==> config.mk <==
export PLATFORM = sky130hd
export DESIGN_NAME = mpc_div_31s_10s_21_seq
export DESIGN_NICKNAME = d
export VERILOG_FILES = /design/src/rtl/mpc_div_31s_10s_21_seq.sv
export SDC_FILE = /design/constraint.sdc
export NUM_CORES = 1
export LEC_CHECK = 0
export CAP_MARGIN = 20
export CORE_UTILIZATION = 35
export CTS_CLUSTER_DIAMETER = 150
export DETAILED_ROUTE_END_ITERATION = 16
export GPL_ROUTABILITY_DRIVEN = 0
export GPL_TIMING_DRIVEN = 1
export PLACE_DENSITY = 0.53
export SLEW_MARGIN = 20
export SYNTH_ARGS = -nofsm -noshare
export SYNTH_HDL_FRONTEND = slang
export SYNTH_SLANG_ARGS = --single-unit
export TNS_END_PERCENT = 100
==> constraint.sdc <==
create_clock -name clk -period 3.9 [get_ports clk]
set_input_delay 0.585 -clock clk [delete_from_list [all_inputs] [get_ports clk]]
set_output_delay 0.585 -clock clk [all_outputs]
set_load 0.02 [all_outputs]
==> src/rtl/mpc_div_31s_10s_21_seq.sv <==
// Sequential signed divider (31s / 10s -> 21s, saturating), radix-2 restoring on magnitudes.
// Optional remainder output r is enabled by defining MPC_DIV_REM_EN.
module mpc_div_31s_10s_21_seq #(
   parameter int unsigned DIVIDEND_W = 31,
   parameter int unsigned DIVISOR_W  = 10,
   parameter int unsigned QUOTIENT_W = 21
) (
   input  logic                  clk,
   input  logic                  rst,
   input  logic                  ce,
   input  logic                  in_valid,
   output logic                  in_ready,
   input  logic [DIVIDEND_W-1:0] a,
   input  logic [DIVISOR_W-1:0]  b,
   output logic                  out_valid,
   input  logic                  out_ready,
   output logic [QUOTIENT_W-1:0] q,
   output logic                  ovf,
   output logic                  dbz
`ifdef MPC_DIV_REM_EN
   ,
   output logic [DIVISOR_W-1:0]  r
`endif
);

   localparam int unsigned CNT_W = $clog2(DIVIDEND_W);
   localparam int unsigned REM_W = DIVISOR_W + 1;
   localparam int unsigned SH_W  = REM_W + 1;
   localparam logic [CNT_W-1:0]      LAST_STEP = CNT_W'(DIVIDEND_W - 1);
   localparam logic [DIVIDEND_W-1:0] POS_LIM   = DIVIDEND_W'((64'd1 << (QUOTIENT_W - 1)) - 64'd1);
   localparam logic [DIVIDEND_W-1:0] NEG_LIM   = DIVIDEND_W'(64'd1 << (QUOTIENT_W - 1));
   localparam logic [QUOTIENT_W-1:0] Q_MAX     = {1'b0, {(QUOTIENT_W-1){1'b1}}};
   localparam logic [QUOTIENT_W-1:0] Q_MIN     = {1'b1, {(QUOTIENT_W-1){1'b0}}};

   typedef enum logic [1:0] {S_IDLE, S_CALC, S_FIX, S_DONE} state_e;

   state_e                  state_q, state_d;
   logic                    in_ready_q, in_ready_d;
   logic                    out_valid_q, out_valid_d;
   logic [DIVIDEND_W-1:0]   dvd_q, dvd_d;
   logic [DIVISOR_W-1:0]    dvs_q, dvs_d;
   logic [REM_W-1:0]        rem_q, rem_d;
   logic [CNT_W-1:0]        cnt_q, cnt_d;
   logic                    sign_q, sign_d;
   logic                    asign_q, asign_d;
   logic                    zero_q, zero_d;
   logic [QUOTIENT_W-1:0]   q_q, q_d;
   logic                    ovf_q, ovf_d;
   logic                    dbz_q, dbz_d;
   logic [SH_W-1:0]         rem_sh;
`ifdef MPC_DIV_REM_EN
   logic [DIVISOR_W-1:0]    r_q, r_d;
`endif

   // State register
   always_ff @(posedge clk or negedge rst) begin
      if (!rst) begin
         state_q <= S_IDLE;
      end else if (ce) begin
         state_q <= state_d;
      end
   end

   // Next-state logic
   always_comb begin
      state_d = state_q;
      case (state_q)
         S_IDLE: if (in_valid)             state_d = S_CALC;
         S_CALC: if (cnt_q == LAST_STEP)   state_d = S_FIX;
         S_FIX:                            state_d = S_DONE;
         S_DONE: if (out_ready)            state_d = S_IDLE;
         default:                          state_d = S_IDLE;
      endcase
   end

   // Handshake outputs decoded from the next state so they register alongside it
   always_comb begin
      in_ready_d  = (state_d == S_IDLE);
      out_valid_d = (state_d == S_DONE);
   end

   // Datapath: latch magnitudes, shift/subtract, then sign-fix and saturate
   always_comb begin
      dvd_d   = dvd_q;
      dvs_d   = dvs_q;
      rem_d   = rem_q;
      cnt_d   = cnt_q;
      sign_d  = sign_q;
      asign_d = asign_q;
      zero_d  = zero_q;
      q_d     = q_q;
      ovf_d   = ovf_q;
      dbz_d   = dbz_q;
`ifdef MPC_DIV_REM_EN
      r_d     = r_q;
`endif
      rem_sh  = {rem_q, dvd_q[DIVIDEND_W-1]};
      case (state_q)
         S_IDLE: begin
            if (in_valid) begin
               dvd_d   = a[DIVIDEND_W-1] ? DIVIDEND_W'(0) - a : a;
               dvs_d   = b[DIVISOR_W-1]  ? DIVISOR_W'(0) - b  : b;
               rem_d   = '0;
               cnt_d   = '0;
               sign_d  = a[DIVIDEND_W-1] ^ b[DIVISOR_W-1];
               asign_d = a[DIVIDEND_W-1];
               zero_d  = (b == '0);
            end
         end
         S_CALC: begin
            // Quotient bits shift in behind the dividend bits being consumed
            if (rem_sh >= SH_W'(dvs_q)) begin
               rem_d = REM_W'(rem_sh - SH_W'(dvs_q));
               dvd_d = {dvd_q[DIVIDEND_W-2:0], 1'b1};
            end else begin
               rem_d = REM_W'(rem_sh);
               dvd_d = {dvd_q[DIVIDEND_W-2:0], 1'b0};
            end
            cnt_d = cnt_q + CNT_W'(1);
         end
         S_FIX: begin
            dbz_d = zero_q;
            ovf_d = 1'b0;
            if (zero_q) begin
               q_d = asign_q ? Q_MIN : Q_MAX;
            end else if (sign_q && (dvd_q > NEG_LIM)) begin
               q_d   = Q_MIN;
               ovf_d = 1'b1;
            end else if (!sign_q && (dvd_q > POS_LIM)) begin
               q_d   = Q_MAX;
               ovf_d = 1'b1;
            end else begin
               q_d = sign_q ? QUOTIENT_W'(DIVIDEND_W'(0) - dvd_q) : QUOTIENT_W'(dvd_q);
            end
`ifdef MPC_DIV_REM_EN
            if (zero_q) begin
               r_d = '0;
            end else begin
               r_d = asign_q ? DIVISOR_W'(REM_W'(0) - rem_q) : DIVISOR_W'(rem_q);
            end
`endif
         end
         default: ;
      endcase
   end

   // Datapath and handshake registers
   always_ff @(posedge clk or negedge rst) begin
      if (!rst) begin
         in_ready_q  <= 1'b1;
         out_valid_q <= 1'b0;
         dvd_q       <= '0;
         dvs_q       <= '0;
         rem_q       <= '0;
         cnt_q       <= '0;
         sign_q      <= 1'b0;
         asign_q     <= 1'b0;
         zero_q      <= 1'b0;
         q_q         <= '0;
         ovf_q       <= 1'b0;
         dbz_q       <= 1'b0;
`ifdef MPC_DIV_REM_EN
         r_q         <= '0;
`endif
      end else if (ce) begin
         in_ready_q  <= in_ready_d;
         out_valid_q <= out_valid_d;
         dvd_q       <= dvd_d;
         dvs_q       <= dvs_d;
         rem_q       <= rem_d;
         cnt_q       <= cnt_d;
         sign_q      <= sign_d;
         asign_q     <= asign_d;
         zero_q      <= zero_d;
         q_q         <= q_d;
         ovf_q       <= ovf_d;
         dbz_q       <= dbz_d;
`ifdef MPC_DIV_REM_EN
         r_q         <= r_d;
`endif
      end
   end

   assign in_ready  = in_ready_q;
   assign out_valid = out_valid_q;
   assign q         = q_q;
   assign ovf       = ovf_q;
   assign dbz       = dbz_q;
`ifdef MPC_DIV_REM_EN
   assign r         = r_q;
`endif

endmodule
### Word-level counts from Yosys, hierarchy flattened

Index checks and enable logic that the tools add are counted.

| word-level totals | value |
|---|---|
| latch bits | 0 |
| RAM bits | 0 |
| register bits after elaboration | 87 |
| output and inout bits | 25 |
| memories | 0 |
| bits in read-only memories | 0 |
| logic and storage cells | 60 |

| operators by class | value |
|---|---|
| multiply operators | 0 |
| mux-type cells | 22 |
| add/subtract/negate cells | 5 |
| equality and inequality tests | 6 |
| bitwise logic cells | 1 |
| shifts and indexed selects | 0 |
| reduce and logical (&&, ||, !) cells | 10 |
| $lt $le $gt $ge | 3 |
| divide/modulo/power cells | 0 |

Operators with widths:

| cell | number |
|---|---|
| 21-bit two-way mux | 5 |
| 31-bit two-way mux | 2 |
| 31-bit one-hot mux with 2 select lines | 1 |
| 31-bit by 20-bit greater-than comparator with 1-bit output (second input constant) | 1 |
| 31-bit by 21-bit greater-than comparator with 1-bit output (second input constant) | 1 |
| 1-bit by 31-bit subtractor with 31-bit output (first input constant) | 1 |
| 11-bit two-way mux | 2 |
| 11-bit one-hot mux with 2 select lines | 1 |
| 1-bit by 21-bit subtractor with 21-bit output (first input constant) | 1 |
| 12-bit by 10-bit greater-or-equal comparator with 1-bit output | 1 |
| 11-bit by 10-bit subtractor with 11-bit output | 1 |
| 10-bit zero test | 1 |
| 10-bit two-way mux | 1 |
| 5-bit one-hot mux with 2 select lines | 1 |
| 1-bit by 10-bit subtractor with 10-bit output (first input constant) | 1 |
| 2-bit one-hot mux with 4 select lines | 1 |
| 2-bit equality test (second input constant) | 3 |
| 2-bit two-way mux | 3 |
| 3-bit AND reduction | 2 |
| 5-bit by 1-bit adder with 5-bit output (second input constant) | 1 |
| 5-bit equality test (second input constant) | 1 |
| 5-bit two-way mux | 1 |
| 2-bit zero test | 2 |
| 1-bit two-way mux | 4 |
| other kinds (7) | 8 |

### Depth between registers and ports, before layout

| logic depth | value |
|---|---|
| depth in word-level cells | 5 |
| depth in mapped cells | 10 |

### Worst setup path after synthesis

No wires, ideal clock.

| timing path | value |
|---|---|
| path type | input-to-reg |
| from | input a[11] |
| to | register dvd_q[28] |
| setup time | 0.142 ns |
| slack | 1.404 ns |
| cell stages on the path | 6 |
| data arrival time | 2.353 ns |
| cell sequence | or4_4 -> nand4bb_1 -> or4_4 -> o31ai_4 -> xor2_1 -> o221ai_1 |

| between the ends | value |
|---|---|
| longest elaborated chain between the ends | 4 |

RTL lines:

| what | RTL line | source |
|---|---|---|
| start, declared | 13 | `input logic [DIVIDEND_W-1:0] a,` |
| 1-bit by 31-bit subtractor with 31-bit output | 101 | `dvd_d = a[DIVIDEND_W-1] ? DIVIDEND_W'(0) - a : a;` |
| 31-bit two-way mux | 101 |  |
| 31-bit two-way mux | 100 | `if (in_valid) begin` |
| 31-bit one-hot mux with 2 select lines | 98 | `case (state_q)` |
| end signal, assigned | 168 | `dvd_q <= dvd_d;` |
| end, declared | 40 | `logic [DIVIDEND_W-1:0] dvd_q, dvd_d;` |

No other way between the ends. The select of a mux whose other input is x is not followed.
A chain may end at the register's enable or synchronous reset.

### Worst setup path after layout

| timing path | value |
|---|---|
| from | register dvd_q[30] |
| to | register rem_q[0] |

| between the ends | value |
|---|---|
| longest elaborated chain between the ends | 3 |
| elaborated cells between the ends (all ways) | 4 |
| classes of those cells | 1 x add/sub; 1 x order compare; 2 x mux |

RTL lines:

| what | RTL line | source |
|---|---|---|
| 11-bit by 10-bit subtractor with 11-bit output / 12-bit by 10-bit greater-or-equal comparator with 1-bit output (equally long branches) | 113, 112 |  |
| 11-bit two-way mux (*) | 112 | `if (rem_sh >= SH_W'(dvs_q)) begin` |
| 11-bit one-hot mux with 2 select lines (*) | 98 |  |
| end signal, assigned | 170 | `rem_q <= rem_d;` |
| end, declared | 42 | `logic [REM_W-1:0] rem_q, rem_d;` |

Every way passes the cells marked *; elsewhere a longest branch is shown, timed or not.

==> impl_metrics.toml <==
[placed_design]
io_buffers = 70
dp_hpwl_um = 11300

[final_layout]
area_growth_pct = 21.3
fill_cells = 1564
drive_gt1_share_pct = 5.89
layout_commonest_cell = "dfrtp_1"
multiInputGateArea_um2 = 3200
regArea_um2 = 2180
diodes = 0
final_cell_mix = "dfrtp_1, nand2_1, o21ai_0"
fin_nets = 771

[timing]
max_slew_margin_pct = 31.4
finalHoldViolCount = 0
rsz0062_at_grt = "false"
period_minus_slack_ps = 2920
finalClockSkew_ps = 7.71
tightest_slew_ps = 1030
setup_viol = 0
fin_tns_setup_ps = 0
max_clock_freq_mhz = 343
slew_viol_final = 0
fin_crit_sh_pct = 74.8

[clocking]
path_clk_slew_ps = 60
ctsResizeCount = 0
clockBufferDepth = 2
cts_tree = "yes"
htree_levels = 3
cts_buffers = 9
clock_latency_ps = 350
post_cts_buffers = 0
cts_hold_buffers = 0
cts_root_buffer = "clkbuf_16"
cts_sinks = 87

[logic_synthesis]
synth_top_area_cell = "dfrtp_1"
yosysSeqAreaShare_pct = 38.6
async_flop_share_pct = 100
ys_warn_count = 0
netlist.area_leader.share_pct = 38.1
synth_cells = 662
synth_top_flop_cell = "dfrtp_1"
syn-num-nets = 725
yosysUniqueCellTypes = 61
synth_edf_count = 0
syn_area_um2 = 5650
syn_avg_cell_area_um2 = 8.53
ys_ff_latch = 87
synth.area.top_cells = "dfrtp_1, o21ai_0, nand2_1"

[drt]
drt-total-wl_um = 15600
viasPerCell = 5.52
wire_per_inst_um = 16.7
antenna_left = 0
drtIter0Drc = 508
drc = 0
vias = 5126
dr_wl_met3_um = 506
dr_wl_met2_um = 7260
drtPass1Iterations = 5
wirelength_met1_um = 7530
highest_layer = "met4"

[worst_setup_path]
crit_path_end_kind = "register"
crit_required_ps = 4140
arrival_ps = 3150
path_class = "register to register"
crit_fanout = 16
cp-start-kind = "register"

[die]
io_pins = 71
die_w_um = 129
die_h_um = 129
rows = 46
core-area_um2 = 15800
initial_core_util_pct = 35.7
die_area_um2 = 16600

[power]
cellLeakagePower_nw = 2.73
p_int_mw = 2.75
p_comb_share_pct = 43.8
seq_power_share_pct = 35.9
power_density_nw_per_um2 = 680
p_total_mw = 4.66
peakVddDrop_uv = 229
switching_power_mw = 1.90
swShare_pct = 40.9
clkPwrFrac_pct = 20.3

[job]
maxCapViolCount = 0

[hold_path]
worstHoldPathType = "input port to async pin"

[global_routing]
antenna_found_initial = 0
grt_pass1_vias = 4935
overflow = 0
grt_max_degree = 59
grt_pass1_wl_um = 26000
track_usage_pct = 20.0

[outcome]
status = "finished, final reports clean"
[power groups by stage]
stage / Combinational [mW] / Sequential [mW] / Clock [mW]
floorplan: 1.39 / 1.62 / 0
global placement: 2.01 / 1.67 / 0
detailed placement: 2.04 / 1.68 / 0
CTS: 2.04 / 1.67 / 0.970
global route: 2.29 / 1.73 / 0.999
finish: 2.04 / 1.67 / 0.946
[cell usage after synthesis, types with 3 or more instances]
cell,n
xnor2_1,28
o21ai_0,71
o31ai_1,19
and2_1,3
or4_1,9
inv_1,26
and3_1,7
o21ai_1,3
nor2_1,52
a32oi_1,3
clkbuf_1,39
o22ai_1,12
a21oi_1,18
nand2b_1,9
nor3_1,13
nand2_1,79
or3_1,5
nand4_1,9
nand3_1,15
buf_2,4
or2_2,3
o211ai_1,4
buf_1,3
mux2i_1,11
nor4_1,17
xor2_1,24
o21a_1,4
o41ai_1,7
a21o_1,3
a211oi_1,12
o221ai_1,9
ha_1,16
o31a_1,3
dfrtp_1,86
[flip-flops by register name, indices dropped and copies added, names as in the netlist]
signal     count
cnt_q          5
state_q        2
asign_q        1
ovf            1
dvd_q         31
out_valid      1
in_ready       1
q             21
dbz            1
zero_q         1
dvs_q         10
rem_q         11
sign_q         1
[cells by family after synthesis]
group,count (synthesis),share of synthesized area [%]
DFF,87,38.6
adders and majority gates,17,3.90
buffers and inverters,72,4.87
and+or+nand+nor,233,20.2
muxes,11,1.95
xor gates and xnor gates,52,8.07
AOI/OAI and AO/OA,190,22.5
[worst paths after layout]
kind	depth (start not counted)	end	start	slack, ps
setup / recovery	8	rem_q[0]	dvd_q[30]	980
hold / removal	1	out_valid	rst	260
setup reg to reg	8	rem_q[0]	dvd_q[30]	980
hold reg to reg	2	dvs_q[6]	dvs_q[6]	490
max in group asynchronous	2	dvd_q[21]	rst	2680
min in group clk	2	dvs_q[6]	dvs_q[6]	490
[area by class of cell]
| class | count | area share, % |
|---|---|---|
| Multi-Input combinational cell | 503 | 46.8 |
| Clock buffer | 9 | 3.29 |
| Clock inverter | 7 | 1.41 |
| Tap cell | 216 | 3.95 |
| Sequential cell | 87 | 31.8 |
| Timing Repair Buffer | 81 | 11.3 |
| Inverter | 26 | 1.43 |
[per-stage QoR]
| step | cells | area [um2] | hold WS (ps) | setup WS, ps | utilization [%] |
|---|---|---|---|---|---|
| 4_1_cts | 929 | 6850 | 280 | 992 | 43.3 |
| 2_1_floorplan | 662 | 5650 | 289 | 1400 | - |
| 3_3_place_gp | 913 | 6530 | 475 | 689 | 41.3 |
| 6_report | 929 | 6850 | 260 | 984 | 43.3 |
| 3_5_place_dp | 913 | 6530 | 480 | 629 | 41.3 |
| 5_1_grt | 929 | 6850 | 318 | 782 | 43.3 |
[worst max-delay path: stages, from the launching register on]
cell,delay [ps]
dfrtp_1,380
inv_1,140
ha_1,270
and4_1,210
a41o_1,260
a2111o_1,440
a31oi_2,720
mux2i_1,170
a22o_1,210
[routing by layer]
layer | global-route usage, % | vias to the layer above
met5 | 0 | -
met4 | 7.40 | 0
met3 | 2.52 | 14
met2 | 32.1 | 116
met1 | 27.7 | 2489
li1 | - | 2507
(Power assumes the default switching activity.)
